$ cat config.mk
export PLATFORM = sky130hd
export DESIGN_NAME = program_sequencer
export DESIGN_NICKNAME = d
export VERILOG_FILES = /design/src/rtl/program_sequencer.sv
export SDC_FILE = /design/constraint.sdc
export NUM_CORES = 1
export LEC_CHECK = 0
export BUFFER_PORTS_ARGS = -buffer_cell sky130_fd_sc_hd__buf_2
export CAP_MARGIN = 20
export CORE_MARGIN = 2
export CORE_UTILIZATION = 30
export CTS_CLUSTER_DIAMETER = 80
export CTS_CLUSTER_SIZE = 24
export DETAILED_ROUTE_END_ITERATION = 12
export PLACE_DENSITY = 0.43
export SLEW_MARGIN = 20
export SYNTH_ARGS = -nofsm -noshare
export SYNTH_HDL_FRONTEND = slang
export SYNTH_SLANG_ARGS = --single-unit
export TNS_END_PERCENT = 100
$ cat constraint.sdc
create_clock -name clk -period 4 [get_ports clk]
set_clock_uncertainty 0.1 [all_clocks]
set_input_delay 0.4 -clock clk [delete_from_list [all_inputs] [get_ports clk]]
set_output_delay 0.4 -clock clk [all_outputs]
set_load 0.005 [all_outputs]
$ cat src/rtl/program_sequencer.sv
// Upstream driver that resets the processor, starts NUM_PROGS programs and times each one.
// Optional watchdog is enabled by defining PSEQ_WATCHDOG_EN.
module program_sequencer #(
  parameter int unsigned NUM_PROGS   = 3,
  parameter int unsigned INIT_CYCLES = 2,
  parameter int unsigned ACK_BLANK   = 2,
  parameter int unsigned CW          = 16,
  parameter int unsigned TIMEOUT     = 16'hFFFF
) (
  input  logic          clk,
  input  logic          init_n,
  input  logic          start,
  input  logic          dut_ack,
  output logic          dut_init,
  output logic          dut_req,
  output logic          busy,
  output logic          done,
  output logic [3:0]    prog_idx,
  output logic [CW-1:0] cycles,
  output logic          cyc_valid,
  output logic          timeout,
  output logic [2:0]    dbgState
);

  // State encoding is visible on dbgState for external checkers.
  localparam logic [2:0] IDLE  = 3'd0;
  localparam logic [2:0] INIT  = 3'd1;
  localparam logic [2:0] REQ   = 3'd2;
  localparam logic [2:0] BLANK = 3'd3;
  localparam logic [2:0] RUN   = 3'd4;
  localparam logic [2:0] LOG   = 3'd5;
  localparam logic [2:0] DONE  = 3'd6;

  localparam logic [3:0]    LAST_IDX   = 4'(NUM_PROGS - 1);
  localparam logic [7:0]    INIT_LAST  = 8'(INIT_CYCLES - 1);
  localparam logic [7:0]    BLANK_LAST = 8'(ACK_BLANK - 1);
  localparam logic [CW-1:0] TIMEOUT_C  = CW'(TIMEOUT);

  logic [2:0]    state;
  logic [7:0]    phCnt;
  logic [CW-1:0] cnt;
  logic [CW-1:0] cntInc;
  logic          startAcc;
  logic          wdHit;
  logic          reinit;

  assign cntInc   = (cnt == {CW{1'b1}}) ? cnt : cnt + 1'b1;
  assign startAcc = ((state == IDLE) || (state == DONE)) && start;

  assign dut_init = (state == INIT);
  assign dut_req  = (state == REQ);
  assign done     = (state == DONE);
  assign dbgState = state;

`ifdef PSEQ_WATCHDOG_EN
  logic timeoutR;

  // A timed-out program leaves the processor in an unknown state, so the next one starts from INIT.
  assign wdHit = (state == RUN) && !dut_ack && (cnt == TIMEOUT_C);

  always_ff @(posedge clk) begin
    if (!init_n) begin
      timeoutR <= 1'b0;
      reinit   <= 1'b0;
    end else begin
      if (startAcc) begin
        timeoutR <= 1'b0;
        reinit   <= 1'b0;
      end else if (wdHit) begin
        timeoutR <= 1'b1;
        reinit   <= 1'b1;
      end else if (state == LOG) begin
        reinit   <= 1'b0;
      end
    end
  end

  assign timeout = timeoutR;
`else
  logic unusedTimeout;

  assign unusedTimeout = ^TIMEOUT_C;
  assign wdHit         = 1'b0;
  assign reinit        = 1'b0;
  assign timeout       = 1'b0;
`endif

  always_ff @(posedge clk) begin
    if (!init_n) begin
      state     <= IDLE;
      busy      <= 1'b0;
      prog_idx  <= 4'd0;
      cnt       <= '0;
      phCnt     <= 8'd0;
      cycles    <= '0;
      cyc_valid <= 1'b0;
    end else begin
      cyc_valid <= 1'b0;
      case (state)
        IDLE, DONE: begin
          if (start) begin
            state    <= INIT;
            busy     <= 1'b1;
            prog_idx <= 4'd0;
            cnt      <= '0;
            phCnt    <= 8'd0;
          end
        end
        INIT: begin
          if (phCnt == INIT_LAST) begin
            phCnt <= 8'd0;
            state <= REQ;
          end else begin
            phCnt <= phCnt + 8'd1;
          end
        end
        REQ: begin
          cnt   <= '0;
          phCnt <= 8'd0;
          state <= BLANK;
        end
        BLANK: begin
          // The blank window is part of the reported run length.
          cnt <= cntInc;
          if (phCnt == BLANK_LAST) begin
            phCnt <= 8'd0;
            state <= RUN;
          end else begin
            phCnt <= phCnt + 8'd1;
          end
        end
        RUN: begin
          if (dut_ack) begin
            cycles    <= cnt;
            cyc_valid <= 1'b1;
            state     <= LOG;
          end else if (wdHit) begin
            cycles    <= TIMEOUT_C;
            cyc_valid <= 1'b1;
            state     <= LOG;
          end else begin
            cnt <= cntInc;
          end
        end
        LOG: begin
          if (prog_idx == LAST_IDX) begin
            state <= DONE;
            busy  <= 1'b0;
          end else begin
            prog_idx <= prog_idx + 4'd1;
            phCnt    <= 8'd0;
            state    <= reinit ? INIT : REQ;
          end
        end
        default: state <= IDLE;
      endcase
    end
  end

endmodule

==> flow_metrics.env, run 1 <==
export IMPL_critical_path_arrival_ps=2520
export IMPL_x_dimension_of_the_die_um=94.44
export IMPL_clockRootBuffer="clkbuf_8"
export IMPL_grt_total_ovfl=0
export IMPL_cp_required_ps=4100
export IMPL_max_clock_freq_mhz=413.4
export IMPL_net_count_of_the_mapped_netlist=308
export IMPL_worst_pin_slew_ps=733.4
export IMPL_drt_antenna_violating_nets=0
export IMPL_crit_fanout=18
export IMPL_ys_top_cells_by_area="dfxtp_1 40%, nand2_1 6.7%, a21oi_1 6.3%"
export IMPL_syn_warnings=0
export IMPL_sequential_group_share_of_total_power_pct=43.7
export IMPL_yosysUniqueCellTypes=58
export IMPL_fp_dieH_um=94.44
export IMPL_crit_path_start_kind="flop"
export IMPL_placement_io_buffers=31
export IMPL_cts_tree="yes"
export IMPL_mapped_cells=299
export IMPL_count_of_clock_tree_sinks=49
export IMPL_grt_max_degree=29
export IMPL_area_added_between_synthesis_and_finish_pct=11.88
export IMPL_cellLeakagePower_nw=1.033
export IMPL_synth_largest_area_cell="dfxtp_1"
export IMPL_run_status="completed"
export IMPL_gp_congestion=0.8001
export IMPL_track_usage_pct=13.89
export IMPL_finished_layout_cells=424
export IMPL_report_final_hold_viol_count=0
export IMPL_total_clock_buffers_created_by_cts=5
export IMPL_clk_pin_slew_worst_paths_ps=90
export IMPL_synth_main_ff_cell="dfxtp_1"
export IMPL_core_mm2=0.007807
export IMPL_cts_hold_buffers=0
export IMPL_grt_pass1_vias=2077
export IMPL_crit_type="reg -> reg"
export IMPL_antenna_cells_inserted=0
export IMPL_insertion_delay_ps=310
export IMPL_reg2reg_from="dbgState[2]"
export IMPL_synth_enable_flop_cells=0
export IMPL_cp_end_kind="flop"
export IMPL_ys_async_sr_fraction_pct=0
export IMPL_clockBufferDepth=2
export IMPL_switching_share_pct=40.12
export IMPL_synth_yosys_seq_area_share_pct=39.98
export IMPL_post_route_drc_count=0
export IMPL_setup_reg_to_reg_worst_slack_ps=1580
export IMPL_initial_core_util_pct=31.43
export IMPL_die_area_mm2=0.008918
export IMPL_maxSlewHeadroom_pct=50.97
export IMPL_r2r_worst_path_cells=4
export IMPL_setup_violations_final=0
export IMPL_wl_per_cell_um=13.94
export IMPL_slew_violations=0
export IMPL_maxCapViolCount=0
export IMPL_avgViaCountPerCell=5.028
export IMPL_number_of_synthesized_register_bits=49
export IMPL_hp_start="cycles[11]"
export IMPL_worst_setup_path_startpoint="dbgState[2]"
export IMPL_regToRegEndpoint="cnt[8]"
export IMPL_final_period_utilization_pct=60.47
export IMPL_rsz0062_at_grt="false"
export IMPL_setup_crit_end="cnt[8]"
export IMPL_pwr_share_comb_pct=35.1
export IMPL_post_cts_resized=0
export IMPL_finalSetupTns_ps=0
export IMPL_fin_nets=330
export IMPL_worst_supply_voltage_drop_on_vdd_uv=250.7
export IMPL_drt_initial_drc_count=73
export IMPL_p_int_mw=0.8208
export IMPL_avgSynthCellArea_um2=8.206
export IMPL_totalWireLength_um=5911
export IMPL_synth_largest_type_area_fraction_pct=39.98
export IMPL_dp_cells=416
export IMPL_grt_antenna_before_repair=0
export IMPL_row_count=32
export IMPL_hpwl_um=4086
export IMPL_postCtsSetupBuffers=0
export IMPL_period_needed_ps=2419
export IMPL_clock_network_power_share_pct=21.3
export IMPL_via_count=2132
export IMPL_floorplan_io_pins=33
export IMPL_h_tree_depth=2
export IMPL_global_route_wire_length_before_repair_um=9922
export IMPL_layout_drive_gt1_share_pct=17.70
export IMPL_dr_pass1_iters=4
export IMPL_worst_hold_path_type="reg -> reg"
export IMPL_cells_on_worst_hold_path=2
export IMPL_pwr_density_cell_mw_per_mm2=499.3
export IMPL_mappedNetlistArea_mm2=0.002454
export IMPL_power_switching_mw=0.5499
==> metal layers <==
metal / vias up / GRT usage, % / routed length (um)
met5: - / 0 / 0
met4: 0 / 4.831 / 50
met2: 35 / 23.69 / 2715
li1: 1101 / - / -
met3: 4 / 2.634 / 209
met1: 992 / 17.54 / 2936
==> cell type report <==
cell class                 count  area, um2
fill                         856       5062
multi-input combinational    227       1365
sequential                    49      980.9
timing repair buffer          32      162.7
tap                          102      127.6
clock buffer                   5      68.82
inverter                       6      22.52
clock inverter                 3      17.52
==> Yosys cell counts (4+ instances only) <==
| cell type | n |
|---|---|
| o21ai_0 | 6 |
| inv_1 | 6 |
| dfxtp_1 | 49 |
| nor3_1 | 5 |
| xor2_1 | 6 |
| and3_1 | 4 |
| nand3_1 | 13 |
| a21oi_1 | 31 |
| ha_1 | 5 |
| nand2_1 | 44 |
| nand4_1 | 7 |
| nor3b_1 | 4 |
| and2_1 | 4 |
| o211ai_1 | 8 |
| clkbuf_1 | 11 |
| nor2_1 | 34 |
| a31oi_1 | 5 |
==> power groups by stage <==
stage	registers [mW]	logic, mW	clock network [mW]
after CTS	0.598	0.491	0.308
after floorplan	0.566	0.409	0
after global placement	0.608	0.490	0
after global routing	0.611	0.539	0.326
after detailed placement	0.609	0.490	0
final	0.598	0.481	0.292
==> cells in the final DEF, fill, tap and decap left out, types with 3 or more instances in the layout <==
| cell type | count |
|---|---|
| nor2_1 | 34 |
| a31oi_1 | 5 |
| nor3_1 | 5 |
| inv_1 | 6 |
| clkbuf_8 | 5 |
| ha_1 | 5 |
| and2_1 | 4 |
| nand4_1 | 7 |
| buf_2 | 31 |
| o21a_1 | 3 |
| nand3_1 | 13 |
| dfxtp_1 | 49 |
| a211oi_1 | 3 |
| mux2i_1 | 3 |
| o211ai_1 | 8 |
| xor2_1 | 6 |
| a21oi_1 | 31 |
| nand2_1 | 44 |
| o21ai_0 | 6 |
| and3_1 | 4 |
| nor3b_1 | 4 |
==> how the worst min path moves through the flow <==
| stage | end |
|---|---|
| floorplan | cycles[0] |
| global placement | cycles[14] |
| detailed placement | cycles[2] |
| CTS | cycles[2] |
| global route | cycles[13] |
| finish | cycles[11] |
==> stage by stage <==
step / hold WS (ps) / setup slack (ps) / util, % / power [mW] / area [um2]
2_1_floorplan: 352.7 / 1927 / - / 0.9754 / 2454
3_3_place_gp: 340.9 / 1611 / 34.05 / 1.099 / 2659
3_5_place_dp: 344.4 / 1603 / 34.05 / 1.099 / 2659
4_1_cts: 359.3 / 1595 / 35.16 / 1.397 / 2745
5_1_grt: 369.9 / 1439 / 35.16 / 1.477 / 2745
6_report: 355.3 / 1581 / 35.16 / 1.371 / 2745
==> kinds of logic (layout without fill, tap and decap cells) <==
logic type | count (synthesis) | count (layout) | share of synthesized area (%)
other | 1 | 1 | 0.1528
buffers and inverters | 23 | 46 | 4.385
DFF | 49 | 49 | 39.98
adders and majority gates | 5 | 5 | 2.550
and+or+nand+nor | 134 | 134 | 26.72
AOI/OAI and AO/OA | 75 | 75 | 21.67
xor gates and xnor gates | 8 | 8 | 2.856
muxes | 4 | 4 | 1.683
==> critical path: stages (launching register included) <==
cell and delay, ps:
dfxtp_1 660, or4b_1 520, nor2b_4 190, or3_1 570, o41ai_2 280
==> flip-flops by register name (all words and copies together), names as in the netlist <==
register   count
dbgState       3
busy           1
cycles        16
cyc_valid      1
phCnt          8
prog_idx       4
cnt           16
No activity file was read; power rests on OpenSTA's default activity.
==> inputs of run 2 (changes only) <==
PLACE_DENSITY = 0.45   (was 0.43)
clock period = 2.06 ns   (was 4 ns; I/O delays follow)
==> run 2 against run 1 <==
  * Maximum frequency rose by 23%
  * Via count grew 7.8%
  * Setup slack worse by 1500 ps
  * Worst hold slack worse by 91 ps
  * Non-clock buffer count up 38
  * Cell count up 8.5%
  * Critical path depth is 1 higher
  * Total power grew 120%
  * Die area is the same
  * Sequential share of layout area down 4.0 points
==> flow_metrics.env, run 2 (synthesis results as in run 1) <==
export IMPL_run_status="completed"
export IMPL_totalWireLength_um=6121
export IMPL_cp_required_ps=2200
export IMPL_worst_hold_path_type="in -> reg"
export IMPL_pwr_density_cell_mw_per_mm2=966.4
export IMPL_hold_worst_slack_ps=264.5
export IMPL_core_mm2=0.007807
export IMPL_crit_type="reg -> reg"
export IMPL_gp_congestion=0.7699
export IMPL_regToRegEndpoint="cnt[12]"
export IMPL_insertion_delay_ps=300
export IMPL_cp_end_kind="flop"
export IMPL_clock_network_power_share_pct=18.0
export IMPL_worst_setup_path_startpoint="dbgState[0]"
export IMPL_clockRootBuffer="clkbuf_8"
export IMPL_post_route_drc_count=0
export IMPL_via_count=2298
export IMPL_pwr_share_comb_pct=46.8
export IMPL_crit_path_top_delay_cell="or4b_1"
export IMPL_initial_core_util_pct=31.43
export IMPL_floorplan_io_pins=33
export IMPL_power_switching_mw=1.134
export IMPL_r2r_worst_path_cells=5
export IMPL_grt_max_degree=29
export IMPL_count_of_clock_tree_sinks=49
export IMPL_cellLeakagePower_nw=1.248
export IMPL_grt_antenna_before_repair=0
export IMPL_fillerInstances=845
export IMPL_fin_nets=368
export IMPL_grt_total_ovfl=0
export IMPL_slew_violations=0
export IMPL_switching_share_pct=37.92
export IMPL_antenna_cells_inserted=0
export IMPL_rsz0062_at_grt="true"
export IMPL_dp_cells=452
export IMPL_avgViaCountPerCell=4.996
export IMPL_layout_commonest_cell="dfxtp_1"
export IMPL_worst_supply_voltage_drop_on_vdd_uv=539.1
export IMPL_hpwl_um=4373
export IMPL_crit_path_start_kind="flop"
export IMPL_cts_tree="yes"
export IMPL_setup_violations_final=0
export IMPL_finished_layout_cells=460
export IMPL_area_added_between_synthesis_and_finish_pct=26.11
export IMPL_setup_reg_to_reg_worst_slack_ps=90
export IMPL_placement_io_buffers=31
export IMPL_global_route_wire_length_before_repair_um=10470
export IMPL_drt_antenna_violating_nets=0
export IMPL_layout_cells_most_common_list="48 x dfxtp_1, 44 x nand2_1, 37 x buf_4"
export IMPL_die_area_mm2=0.008918
export IMPL_p_int_mw=1.856
export IMPL_report_final_hold_viol_count=0
export IMPL_grt_pass1_vias=2226
export IMPL_clk_pin_slew_worst_paths_ps=90
export IMPL_row_count=32
export IMPL_track_usage_pct=14.74
export IMPL_dr_pass1_iters=4
export IMPL_reg2reg_from="dbgState[0]"
export IMPL_finalSetupTns_ps=0
export IMPL_maxCapViolCount=0
export IMPL_max_clock_freq_mhz=508.3
export IMPL_drt_initial_drc_count=74
export IMPL_total_clock_buffers_created_by_cts=5
export IMPL_sequential_group_share_of_total_power_pct=35.2
export IMPL_critical_path_arrival_ps=2100
export IMPL_cp_cell_sequence="or4b_1, nor2b_4, buf_4, or4_1, a21oi_2"
export IMPL_reg_largest_list="cnt: 16 flops, cycles: 16 flops, phCnt: 8 flops"
export IMPL_wl_per_cell_um=13.31
export IMPL_x_dimension_of_the_die_um=94.44
export IMPL_setup_crit_end="cnt[12]"
export IMPL_period_needed_ps=1967
export IMPL_h_tree_depth=2
export IMPL_timing_critical_path_slowest_cell_delay_ps=540
export IMPL_total_power_mw=2.990
export IMPL_final_period_utilization_pct=95.50
export IMPL_fp_dieH_um=94.44
export IMPL_clockBufferDepth=2
export IMPL_crit_fanout=7
export IMPL_layout_drive_gt1_share_pct=28.21
==> run 2: cell type report <==
| type | count | area [um2] | area share, % |
|---|---|---|---|
| multi-input cells | 227 | 1415 | 45.73 |
| flip-flops and latches | 49 | 982.2 | 31.74 |
| repair buffers | 70 | 473.0 | 15.29 |
| well taps | 102 | 127.6 | 4.125 |
| clock buffers | 5 | 68.82 | 2.224 |
| inverters | 6 | 22.52 | 0.7279 |
| clock inverters | 1 | 5.005 | 0.1617 |
==> run 2: power groups by stage <==
| stage | Combinational [mW] | Sequential [mW] | Clock [mW] |
|---|---|---|---|
| 4_1_cts | 1.36 | 1.05 | 0.564 |
| 3_5_place_dp | 1.35 | 1.07 | 0 |
| 3_3_place_gp | 1.35 | 1.07 | 0 |
| 6_report | 1.40 | 1.05 | 0.538 |
| 2_1_floorplan | 0.796 | 1.10 | 0 |
| 5_1_grt | 1.55 | 1.06 | 0.606 |
==> run 2: worst min path at each step <==
stage          startpoint     endpoint  slack [ps]  cells after the start
2_1_floorplan   cycles[0]    cycles[0]         350                      2
4_1_cts            init_n         busy         260                      4
3_3_place_gp   cycles[14]   cycles[14]         340                      2
3_5_place_dp    cycles[7]    cycles[7]         340                      2
6_report           init_n         busy         260                      4
5_1_grt            init_n  prog_idx[0]         270                      3
==> run 2: routing by layer <==
layer | wire, um | up-vias | track usage (%)
met3 | 217 | 5 | 2.634
li1 | - | 1174 | -
met1 | 2928 | 1077 | 18.48
met2 | 2913 | 42 | 25.95
met4 | 61 | 0 | 3.986
met5 | 0 | - | 0
==> run 2: stage by stage <==
step | cell area [um2] | setup WS [ps] | utilization [%]
2_1_floorplan | 2460 | 45.65 | -
3_3_place_gp | 2960 | 51.94 | 37.92
3_5_place_dp | 2960 | 7.858 | 37.92
4_1_cts | 3043 | 4.057 | 38.97
5_1_grt | 3094 | -18.47 | 39.63
6_report | 3094 | 92.61 | 39.63
==> run 2: timing repair <==
item                       in CTS  in global routing
pin swaps                       0                  3
setup buffers                   0                  2
setup endpoints to repair       1                 15
resized for setup               1                 10
hold buffers                    0                  0
==> run 2: worst max-delay path, delay by kind of cell, from the launching register on <==
| family | cells | cell delay [ps] |
|---|---|---|
| buf+inv | 1 | 150 |
| simple gates | 3 | 1180 |
| compound gates | 1 | 150 |
| flops | 1 | 320 |
==> inputs of run 3 (changes only) <==
CORE_UTILIZATION = 42   (was 30)
MAX_ROUTING_LAYER = met4   (was default)
PLACE_DENSITY = 0.6   (was 0.45)
==> run 3 against run 2 <==
  * Non-clock buffer count is 3 lower
  * Critical path type unchanged
  * Global-route usage is 4.2 points higher
  * Die area is 27% lower
  * Worst hold slack better by 5.7 ps
  * Routed wire length is 8.6% lower
  * Flip-flop and latch count stayed put
  * Maximum frequency is 0.37% lower
  * Register-to-register slack hardly changed
  * Largest cell class unchanged
  * Cell count is 7.0% lower
  * Cell area is 3.1% lower
  * Critical path depth is 2 higher
  * Sequential share of layout area is 0.96 points higher
==> flow_metrics.env, run 3 (synthesis results as in run 1) <==
export IMPL_fillerInstances=552
export IMPL_report_final_hold_viol_count=0
export IMPL_crit_fanout=3
export IMPL_grt_pass1_vias=2151
export IMPL_fin_nets=365
export IMPL_run_status="completed"
export IMPL_total_clock_buffers_created_by_cts=5
export IMPL_layout_commonest_cell="dfxtp_1"
export IMPL_initial_core_util_pct=44.02
export IMPL_drt_antenna_violating_nets=0
export IMPL_core_mm2=0.005574
export IMPL_cells_on_worst_hold_path=3
export IMPL_maxCapViolCount=0
export IMPL_slew_violations=0
export IMPL_via_count=2290
export IMPL_layout_core_utilization_pct=53.80
export IMPL_critical_path_arrival_ps=2050
export IMPL_h_tree_depth=2
export IMPL_pwr_density_cell_mw_per_mm2=974.1
export IMPL_placement_io_buffers=31
export IMPL_r2r_worst_path_cells=7
export IMPL_switching_share_pct=37.01
export IMPL_regToRegEndpoint="dbgState[1]"
export IMPL_row_count=27
export IMPL_avgViaCountPerCell=5.350
export IMPL_floorplan_io_pins=33
export IMPL_wl_per_cell_um=13.07
export IMPL_area_added_between_synthesis_and_finish_pct=22.23
export IMPL_setup_violations_final=0
export IMPL_reg_largest_list="cnt: 16 flops, cycles: 16 flops, phCnt: 8 flops"
export IMPL_x_dimension_of_the_die_um=80.43
export IMPL_period_needed_ps=1975
export IMPL_final_critical_path_setup_slack_ps=85.20
export IMPL_dr_pass1_iters=4
export IMPL_insertion_delay_ps=300
export IMPL_sequential_group_share_of_total_power_pct=35.9
export IMPL_layout_drive_gt1_share_pct=26.12
export IMPL_grt_max_degree=29
export IMPL_p_int_mw=1.840
export IMPL_clk_pin_slew_worst_paths_ps=90
export IMPL_worst_supply_voltage_drop_on_vdd_uv=590.2
export IMPL_grt_antenna_before_repair=0
export IMPL_hold_worst_slack_ps=270.2
export IMPL_power_switching_mw=1.081
export IMPL_rsz0062_at_grt="false"
export IMPL_max_clock_freq_mhz=506.4
export IMPL_hp_start="init_n"
export IMPL_final_period_utilization_pct=95.86
export IMPL_fp_dieH_um=80.43
export IMPL_clockBufferDepth=2
export IMPL_clock_network_power_share_pct=19.6
export IMPL_detailedPlace_worstSlack_ps=-22.44
export IMPL_seq_cell_area_um2=980.9
export IMPL_cp_required_ps=2140
export IMPL_cellLeakagePower_nw=1.222
export IMPL_die_area_mm2=0.006469
export IMPL_worst_hold_path_type="in -> reg"
export IMPL_gp_congestion=0.8322
export IMPL_drt_initial_drc_count=79
export IMPL_crit_path_start_kind="flop"
export IMPL_clockRootBuffer="clkbuf_8"
export IMPL_whs_endpoint="prog_idx[0]"
export IMPL_layout_cells_most_common_list="49 x dfxtp_1, 44 x nand2_1, 35 x buf_4"
export IMPL_total_power_mw=2.921
export IMPL_antenna_cells_inserted=0
export IMPL_hpwl_um=3948
export IMPL_global_route_wire_length_before_repair_um=9411
export IMPL_count_of_clock_tree_sinks=49
export IMPL_crit_type="reg -> reg"
export IMPL_cts_tree="yes"
export IMPL_pwr_share_comb_pct=44.5
export IMPL_reg2reg_from="phCnt[1]"
export IMPL_post_route_drc_count=0
export IMPL_grt_total_ovfl=0
export IMPL_setup_reg_to_reg_worst_slack_ps=90
export IMPL_cp_end_kind="flop"
export IMPL_totalWireLength_um=5592
export IMPL_track_usage_pct=18.99
export IMPL_multiInputGateArea_mm2=0.001390
[run 3: final cells by class]
class,instances,area share [%]
clock buffer,7,2.879
inverter,6,0.7509
multi-input combinational,227,46.35
sequential,49,32.71
tap,72,3.004
timing repair buffer,67,14.31
[run 3: power by group through the flow]
stage / clock (mW) / combinational (mW) / sequential [mW]
after floorplan: 0 / 0.796 / 1.10
after global placement: 0 / 1.27 / 1.07
after detailed placement: 0 / 1.28 / 1.07
after CTS: 0.596 / 1.29 / 1.05
after global routing: 0.634 / 1.45 / 1.06
final: 0.573 / 1.30 / 1.05
[run 3: routing by layer]
metal,part of all wire (%),track usage [%],up-vias
met3,3.5,3.371,6
met1,47,22.85,1071
met2,47,31.33,45
met4,2.0,7.966,0
li1,-,-,1168
met5,0,-,-
[run 3: worst max-delay path by stage]
stage / from / endpoint / slack, ps / cells after the start
after CTS: prog_idx[1] / phCnt[1] / 40 / 7
after global placement: phCnt[1] / dbgState[1] / 70 / 7
after global routing: prog_idx[0] / phCnt[2] / 9 / 8
after detailed placement: phCnt[1] / dbgState[1] / -20 / 7
after floorplan: phCnt[0] / dbgState[1] / 50 / 6
final: phCnt[1] / dbgState[1] / 90 / 7
[run 3: critical path, cell delays in order (launching register included)]
cell and delay, ps:
dfxtp_1 320, inv_1 50, ha_1 120, or4b_2 620, nor4_4 200, nor3b_2 100, o311ai_1 250, o31ai_1 110
[run 3: timing repair]
action | in CTS | in global routing
buffers inserted | 0 | 0
hold buffers | 0 | 0
resized for setup | 2 | 3
setup endpoints to repair | 1 | 4
[run 3: stage by stage]
step / instances / TNS, ps / instance area, um2
3_5_place_dp: 421 / -22.44 / 2890
2_1_floorplan: 299 / 0 / 2460
6_report: 428 / 0 / 2999
4_1_cts: 428 / 0 / 2985
5_1_grt: 428 / 0 / 2999
3_3_place_gp: 421 / 0 / 2890
